### src/rtl/yt3817_bin_thresh_if.sv
// Pixel bus into the binarizer and binarized pixel bus out of it.
//   de, red/green/blue_8bits, H_Addr, V_Addr : camera pixel stream (source -> binarizer)
//   bin_valid, bin_data, H_Addr_o, V_Addr_o   : binarized stream (binarizer -> BPPU)
// master = pixel source / bin consumer, slave = binarizer.
interface yt3817_bin_thresh_if;
  logic        de;
  logic [7:0]  red_8bits;
  logic [7:0]  green_8bits;
  logic [7:0]  blue_8bits;
  logic [11:0] H_Addr;
  logic [11:0] V_Addr;
  logic        bin_valid;
  logic        bin_data;
  logic [11:0] H_Addr_o;
  logic [11:0] V_Addr_o;

  modport master (
    output de, red_8bits, green_8bits, blue_8bits, H_Addr, V_Addr,
    input  bin_valid, bin_data, H_Addr_o, V_Addr_o
  );

  modport slave (
    input  de, red_8bits, green_8bits, blue_8bits, H_Addr, V_Addr,
    output bin_valid, bin_data, H_Addr_o, V_Addr_o
  );
endinterface

### src/rtl/yt3817_bin_thresh.sv
// RGB -> luma -> 1-bit binarizer feeding the BPPU digit-crossing counter.
// Fixed 3-stage pipeline (multiply / sum / compare), no stalls.
// The threshold adapts once per frame to the mid-point of that frame's luma
// min/max (when contrast is sufficient) and can be overridden manually.
// Ports:
//   clk, srst     : pixel clock, synchronous active-high reset
//   pix           : pixel in / binarized pixel out bus (slave side)
//   th_manual_en  : select th_manual instead of the adaptive threshold
//   th_manual     : manual threshold
//   threshold     : adaptive threshold currently in force
//   frame_done    : 1-cycle pulse alongside the last active pixel at the output
module yt3817_bin_thresh #(
  parameter int H_ACTIVE     = 800,
  parameter int V_ACTIVE     = 480,
  parameter int DEFAULT_TH   = 128,
  parameter int MIN_CONTRAST = 32,
  parameter int INK_DARK     = 1
) (
  input  logic                      clk,
  input  logic                      srst,
  yt3817_bin_thresh_if.slave        pix,
  input  logic                      th_manual_en,
  input  logic [7:0]                th_manual,
  output logic [7:0]                threshold,
  output logic                      frame_done
);
  localparam int          STAGES = 3;
  localparam logic [11:0] H_LIM  = 12'(H_ACTIVE);
  localparam logic [11:0] V_LIM  = 12'(V_ACTIVE);
  localparam logic [11:0] H_LAST = 12'(H_ACTIVE - 1);
  localparam logic [11:0] V_LAST = 12'(V_ACTIVE - 1);
  localparam logic [7:0]  MIN_C  = 8'(MIN_CONTRAST);
  localparam logic [7:0]  TH0    = 8'(DEFAULT_TH);

  // de/H/V travel alongside the data; index = stage number
  logic [STAGES:1]       vld_pipe;
  logic [STAGES:1][11:0] h_pipe;
  logic [STAGES:1][11:0] v_pipe;

  logic [15:0] p_r, p_g, p_b;   // S1 products
  logic [7:0]  luma;            // S2
  logic        bin_r;           // S3
  logic [7:0]  min_acc, max_acc;

  logic [17:0] sum;
  logic        in_act, last_px, dark;
  logic [7:0]  th_eff, nxt_min, nxt_max, contrast, th_new;
  logic [8:0]  th_sum;

  assign sum = 18'(p_r) + 18'(p_g) + 18'(p_b);

  // Stats are taken from the S2 pixel; the frame-end pixel is always in range.
  assign in_act  = vld_pipe[2] && (h_pipe[2] < H_LIM) && (v_pipe[2] < V_LIM);
  assign last_px = vld_pipe[2] && (h_pipe[2] == H_LAST) && (v_pipe[2] == V_LAST);

  // Threshold is sampled before this edge's update, so the last pixel of a
  // frame still sees the old value.
  assign th_eff = th_manual_en ? th_manual : threshold;
  assign dark   = luma < th_eff;

  always_comb begin
    nxt_min = min_acc;
    nxt_max = max_acc;
    if (in_act) begin
      if (luma < min_acc) nxt_min = luma;
      if (luma > max_acc) nxt_max = luma;
    end
  end

  // nxt_max >= nxt_min whenever this is used (last pixel folded in)
  assign contrast = nxt_max - nxt_min;
  assign th_sum   = 9'(nxt_min) + 9'(nxt_max);
  assign th_new   = 8'(th_sum >> 1);

  always_ff @(posedge clk) begin
    if (srst) begin
      vld_pipe   <= '0;
      h_pipe     <= '0;
      v_pipe     <= '0;
      p_r        <= '0;
      p_g        <= '0;
      p_b        <= '0;
      luma       <= '0;
      bin_r      <= 1'b0;
      frame_done <= 1'b0;
      threshold  <= TH0;
      min_acc    <= 8'hFF;
      max_acc    <= 8'h00;
    end else begin
      vld_pipe <= {vld_pipe[STAGES-1:1], pix.de};
      h_pipe   <= {h_pipe[STAGES-1:1], pix.H_Addr};
      v_pipe   <= {v_pipe[STAGES-1:1], pix.V_Addr};
      // S1: BT.601-ish weights scaled by 256 (77+150+29 = 256)
      p_r      <= 16'(pix.red_8bits)   * 16'd77;
      p_g      <= 16'(pix.green_8bits) * 16'd150;
      p_b      <= 16'(pix.blue_8bits)  * 16'd29;
      // S2
      luma     <= 8'(sum >> 8);
      // S3: invalid slots carry bin_data = 0
      bin_r    <= vld_pipe[2] & ((INK_DARK != 0) ? dark : ~dark);
      frame_done <= last_px;
      if (last_px) begin
        if (contrast >= MIN_C) threshold <= th_new;
        min_acc <= 8'hFF;
        max_acc <= 8'h00;
      end else begin
        min_acc <= nxt_min;
        max_acc <= nxt_max;
      end
    end
  end

  assign pix.bin_valid = vld_pipe[STAGES];
  assign pix.bin_data  = bin_r;
  assign pix.H_Addr_o  = h_pipe[STAGES];
  assign pix.V_Addr_o  = v_pipe[STAGES];
endmodule

### src/flat_wrapper.sv
// flat-port wrapper written by rule: the top's interface ports become plain ports
module yt3817_bin_thresh_flat 
#(
  parameter int H_ACTIVE     = 800,
  parameter int V_ACTIVE     = 480,
  parameter int DEFAULT_TH   = 128,
  parameter int MIN_CONTRAST = 32,
  parameter int INK_DARK     = 1
)
  (clk, srst, th_manual_en, th_manual, threshold, frame_done, pix_de, pix_red_8bits, pix_green_8bits, pix_blue_8bits, pix_H_Addr, pix_V_Addr, pix_bin_valid, pix_bin_data, pix_H_Addr_o, pix_V_Addr_o);
  yt3817_bin_thresh_if pix_i ();
  input  logic clk;
  input  logic srst;
  input  logic th_manual_en;
  input  logic [7:0] th_manual;
  output logic [7:0] threshold;
  output logic frame_done;
  input wire logic [$bits(pix_i.de)-1:0] pix_de;
  input wire logic [$bits(pix_i.red_8bits)-1:0] pix_red_8bits;
  input wire logic [$bits(pix_i.green_8bits)-1:0] pix_green_8bits;
  input wire logic [$bits(pix_i.blue_8bits)-1:0] pix_blue_8bits;
  input wire logic [$bits(pix_i.H_Addr)-1:0] pix_H_Addr;
  input wire logic [$bits(pix_i.V_Addr)-1:0] pix_V_Addr;
  output wire logic [$bits(pix_i.bin_valid)-1:0] pix_bin_valid;
  output wire logic [$bits(pix_i.bin_data)-1:0] pix_bin_data;
  output wire logic [$bits(pix_i.H_Addr_o)-1:0] pix_H_Addr_o;
  output wire logic [$bits(pix_i.V_Addr_o)-1:0] pix_V_Addr_o;
  assign pix_i.de = pix_de;
  assign pix_i.red_8bits = pix_red_8bits;
  assign pix_i.green_8bits = pix_green_8bits;
  assign pix_i.blue_8bits = pix_blue_8bits;
  assign pix_i.H_Addr = pix_H_Addr;
  assign pix_i.V_Addr = pix_V_Addr;
  assign pix_bin_valid = pix_i.bin_valid;
  assign pix_bin_data = pix_i.bin_data;
  assign pix_H_Addr_o = pix_i.H_Addr_o;
  assign pix_V_Addr_o = pix_i.V_Addr_o;
  yt3817_bin_thresh #(.H_ACTIVE(H_ACTIVE), .V_ACTIVE(V_ACTIVE), .DEFAULT_TH(DEFAULT_TH), .MIN_CONTRAST(MIN_CONTRAST), .INK_DARK(INK_DARK)) u_core (.clk(clk), .srst(srst), .pix(pix_i), .th_manual_en(th_manual_en), .th_manual(th_manual), .threshold(threshold), .frame_done(frame_done));
endmodule
### config.mk
export PLATFORM = sky130hd
export DESIGN_NAME = yt3817_bin_thresh_flat
export DESIGN_NICKNAME = d
export VERILOG_FILES = /design/src/rtl/yt3817_bin_thresh_if.sv /design/src/rtl/yt3817_bin_thresh.sv /design/src/flat_wrapper.sv
export SDC_FILE = /design/constraint.sdc
export NUM_CORES = 1
export LEC_CHECK = 0
export CAP_MARGIN = 20
export CORE_UTILIZATION = 55
export CTS_CLUSTER_DIAMETER = 60
export CTS_CLUSTER_SIZE = 25
export DETAILED_ROUTE_END_ITERATION = 7
export PLACE_DENSITY = 0.82
export SLEW_MARGIN = 20
export SYNTH_ARGS = -nofsm -noshare
export SYNTH_HDL_FRONTEND = slang
export SYNTH_SLANG_ARGS = --single-unit
### constraint.sdc
create_clock -name clk -period 8.8 [get_ports clk]
set_input_delay 1.76 -clock clk [delete_from_list [all_inputs] [get_ports clk]]
set_output_delay 1.76 -clock clk [all_outputs]
set_load 0.01 [all_outputs]
# Word-level counts from Yosys, hierarchy flattened
# Cells that the tools add are included.
dict set report word_totals {
  reg_bits 157
  in_bits 60
  out_inout_bits 35
  wordCells 46
}
dict set report classes {
  n_addsub 4
  multipliers 3
  magnitude_cmp 6
  n_eq_ne 2
  muxes 5
  bitwise_logic 1
  n_reduce_logical 6
}
# op n
set ops {}
lappend ops {{two-way mux 8 bit} 5}
lappend ops {{adder 16 bit} 2}
lappend ops {{multiplier 8 x 7 -> 15 bit, second input constant} 2}
lappend ops {{less-than comparator 8 bit} 2}
lappend ops {{multiplier 8 x 5 -> 13 bit, second input constant} 1}
lappend ops {{== test 12 x 10 -> 1 bit, second input constant} 1}
lappend ops {{== test 12 x 9 -> 1 bit, second input constant} 1}
lappend ops {{less-than comparator 12 x 10 -> 1 bit, second input constant} 1}
lappend ops {{less-than comparator 12 x 9 -> 1 bit, second input constant} 1}
lappend ops {{adder 8 x 8 -> 9 bit} 1}
lappend ops {{>= comparator 8 x 6 -> 1 bit, second input constant} 1}
lappend ops {{> comparator 8 bit} 1}
lappend ops {{subtractor 8 bit} 1}
lappend ops {{logical AND 1 bit} 4}
lappend ops {{AND reduction 2 bit} 1}
lappend ops {{OR reduction 2 bit} 1}
lappend ops {{bitwise AND 1 bit} 1}

# Depth between registers and ports, before layout
dict set report logic_depth {
  ltp_word 7
  ltp_mapped 18
  mapped_depth_nobuf 17
}

# Worst setup path after synthesis
# Ideal clock, no wire load.
dict set report synth_timing {
  path_type {in2reg}
  startpoint {input pix_red_8bits[4]}
  endpoint {register u_core.p_r[13]}
  setup_ns 0.121
  arrival_ns 4.836
  t_required_ns 8.679
  slack_ns 3.843
  cell_stages 15
  n_path_buf 0
  cell_sequence {ha_1 -> ha_1 -> inv_1 -> fa_1 -> fa_1 -> inv_1 -> ha_1 -> inv_1 -> o21bai_1 -> a21oi_1 -> o21bai_1 -> a21oi_1 -> o21bai_1 -> a21oi_1 -> mux2_2}
}
dict set report synth_via {
  elab_chain_cells 1
}
# item line_no
set synth_rtl {}
lappend synth_rtl {{start: declaration} flat_wrapper.sv:19} ;# input wire logic [$bits(pix_i.red_8bits)-1:0] pix_red_8bits;
lappend synth_rtl {{multiplier 8 x 7 -> 15 bit} yt3817_bin_thresh.sv:94} ;# p_r <= 16'(pix.red_8bits) * 16'd77;
lappend synth_rtl {{end signal: assignment} yt3817_bin_thresh.sv:94}
lappend synth_rtl {{end: declaration} yt3817_bin_thresh.sv:40} ;# logic [15:0] p_r, p_g, p_b;
# Every way passes these cells.
# A chain may end at the register's enable or synchronous reset.

# Final worst setup path
# Ends and elaborated chain as after synthesis.

==> results.yml <==
outcome:
  outcome: "complete, no violations"
cells_and_area:
  nNetsFinal: 1258
  antenna_cells: 0
  mostFrequentLayoutCells: "dfxtp_1, ha_1, inv_1, nor2b_1, clkdlybuf4s50_1"
  drive_above_1_share_pct: 5.96
  layout_commonest_cell: "dfxtp_1"
  fin_area_sq_mm: 0.0108
  nFillCells: 1273
  area_growth_syn_to_layout_pct: 17.1
sta:
  tightest_slew_ns: 0.947
  relSlewSlack_pct: 36.6
  whs_ns: 0.433
  hold_viol: 0
  drv_slew: 0
  setup_viol: 0
  fmax_mhz: 191
  grt_setup_unrepaired: "false"
  finalCriticalPeriod_ns: 5.23
  fin_ws_ns: 3.57
  fin_crit_sh_pct: 59.4
  tns_ns: 0
  skew_ns: 0.0127
run:
  maxCapViolCount: 0
synthesis:
  syn_inst: 939
  synth_edf_count: 0
  ys_ff_latch: 152
  ys_seq_area_share_pct: 33.0
  synthesis.area_sq_mm: 0.00923
  ys_warn_count: 0
  synth_nets: 1187
  synthArstFlopShare_pct: 0
  synth.distinct_cells: 54
  synth.avg_cell_area_sq_um: 9.83
  ys.flop_type: "dfxtp_1"
clocking:
  cts-hold-fix-buffers: 0
  cts_sinks: 152
  cts_root_buffer: "clkbuf_16"
  cts_tree: "yes"
  clock_path_buffers: 2
  cts-htree-levels: 4
  insertion_delay_ns: 0.43
  path_clk_slew_ns: 0.07
  cts_buffers: 17
  post-cts-setup-buffer-count: 0
  post_cts_resized: 0
global_routing:
  grt_pass1_vias: 6343
  grt_max_degree: 77
  grt_pass1_wl_mm: 28.6
  antenna_found_initial: 0
  overflow: 0
  track_usage_pct: 20.7
pwr:
  ir_drop_uv: 185
  p_total_uw: 2460
  powerDensity_mw_per_mm2: 227
  p_leak_uw: 0.00509
floorplanning:
  fp.dieArea_sq_mm: 0.0173
  dieHeight_microns: 132
  io_pins: 95
  num_rows: 46
  initial_utilization_pct: 57.3
  die_x_microns: 132
  core-area_sq_mm: 0.0161
route:
  wl_per_cell_microns: 13.5
  wl_mm: 16.8
  via_per_inst: 5.02
  first_pass_iters: 5
  vias: 6222
  first_iter_violations: 216
  drc: 0
  ant_nets: 0
worst_setup_path:
  cp-start-kind: "input port"
  worstSetupPathType: "input port to register"
  required_ns: 9.12
  cp_max_fo: 4
  end_kind: "register"
  rrSetupSlack_ns: 4.43
  crit_arrival_ns: 5.54
placement:
  io_buffers: 94
  dp_hpwl_mm: 13.3
  pre_cts_ws_ns: 3.14
  place_area_sq_mm: 0.0102
  globalplace.congestion: 0.853
min_path:
  hp-class: "register to register"
==> cells in the mapped netlist, types with 6 or more instances <==
master	n	area share [%]
nor2b_1	95	6.4
xnor2_1	29	2.8
fa_1	39	8.5
nand3_1	6	0.33
o211ai_1	7	0.57
nor2_1	63	2.6
nand4_1	8	0.54
nor3_1	10	0.54
ha_1	149	20
dfxtp_1	152	33
o21a_1	8	0.65
xor2_1	9	0.85
inv_1	124	5.0
mux2i_1	14	1.5
clkbuf_1	14	0.57
a21oi_1	37	2.0
mux2_2	13	1.6
buf_4	24	2.0
and2_1	10	0.68
a21o_1	12	0.98
o21bai_1	18	1.5
a211oi_1	6	0.49
o21ai_0	15	0.81
nand2_1	22	0.89
==> worst max-delay path, cell delays in order <==
cell	delay (ns)
clkdlybuf4s50_1	0.49
ha_1	0.33
ha_1	0.27
inv_1	0.05
fa_1	0.49
fa_1	0.51
inv_1	0.04
ha_1	0.30
inv_1	0.09
o21bai_1	0.09
a21oi_1	0.23
o21bai_1	0.09
a21oi_1	0.22
o21bai_1	0.09
a21oi_1	0.15
mux2_2	0.34
==> kinds of logic after synthesis <==
kind of cell / synth area share [%]
buf+inv: 7.90
fa+ha+maj: 28.7
xor+xnor: 3.61
compound gates: 9.22
mux: 3.59
flops: 33.0
simple gates: 14.0
==> final timing paths <==
path | to | startpoint | cells past startpoint
setup reg to reg | u_core.threshold[5]$_SDFFE_PP0P_ | u_core.luma[1]$_SDFF_PP0_ | 16
setup / recovery | u_core.p_r[13]$_SDFF_PP0_ | pix_red_8bits[4] | 16
hold reg to reg | u_core.v_pipe[17]$_SDFF_PP0_ | u_core.v_pipe[5]$_SDFF_PP0_ | 1
hold / removal | u_core.v_pipe[17]$_SDFF_PP0_ | u_core.v_pipe[5]$_SDFF_PP0_ | 1
==> final cells by class <==
cell class	count	area (sq um)	share of cell area [%]
Multi-Input combinational cell	619	5460	50.5
Timing Repair Buffer	96	953	8.82
Tap cell	216	270	2.50
Sequential cell	152	3040	28.1
Clock inverter	15	196	1.82
Clock buffer	17	425	3.94
Inverter	124	465	4.31
==> state kept, by name (all words and copies together) (netlist names) <==
name,flops
u_core.frame_done,1
u_core.h_pipe,24
u_core.luma,8
u_core.max_acc,8
u_core.min_acc,8
u_core.p_b,13
u_core.p_g,15
u_core.p_r,15
u_core.pix.H_Addr_o,12
u_core.pix.V_Addr_o,12
u_core.pix.bin_data,1
u_core.threshold,8
u_core.v_pipe,24
u_core.vld_pipe,3
==> power breakdown <==
group          switching (uW)  internal [uW]  total (uW)
Combinational             472            415         888
Clock                     347            390         737
Sequential               60.9            773         834
Total                     880           1580        2460
==> per-stage QoR <==
stage | utilization, % | std cells
CTS | 67.1 | 1239
detailed placement | 63.2 | 1207
global placement | 63.2 | 1207
finish | 67.1 | 1239
global route | 67.1 | 1239
floorplan | - | 939
==> per-layer routing <==
layer / global-route usage (%) / routed length, microns / up-vias / part of all wire (%)
met3: 4.36 / 457 / 40 / 2.7
met1: 22.6 / 7100 / 2866 / 42
met4: 7.95 / 401 / 0 / 2.4
li1: - / - / 3224 / -
met5: 0 / 0 / - / 0
met2: 38.7 / 8830 / 92 / 53
No activity file was read; power rests on OpenSTA's default activity.
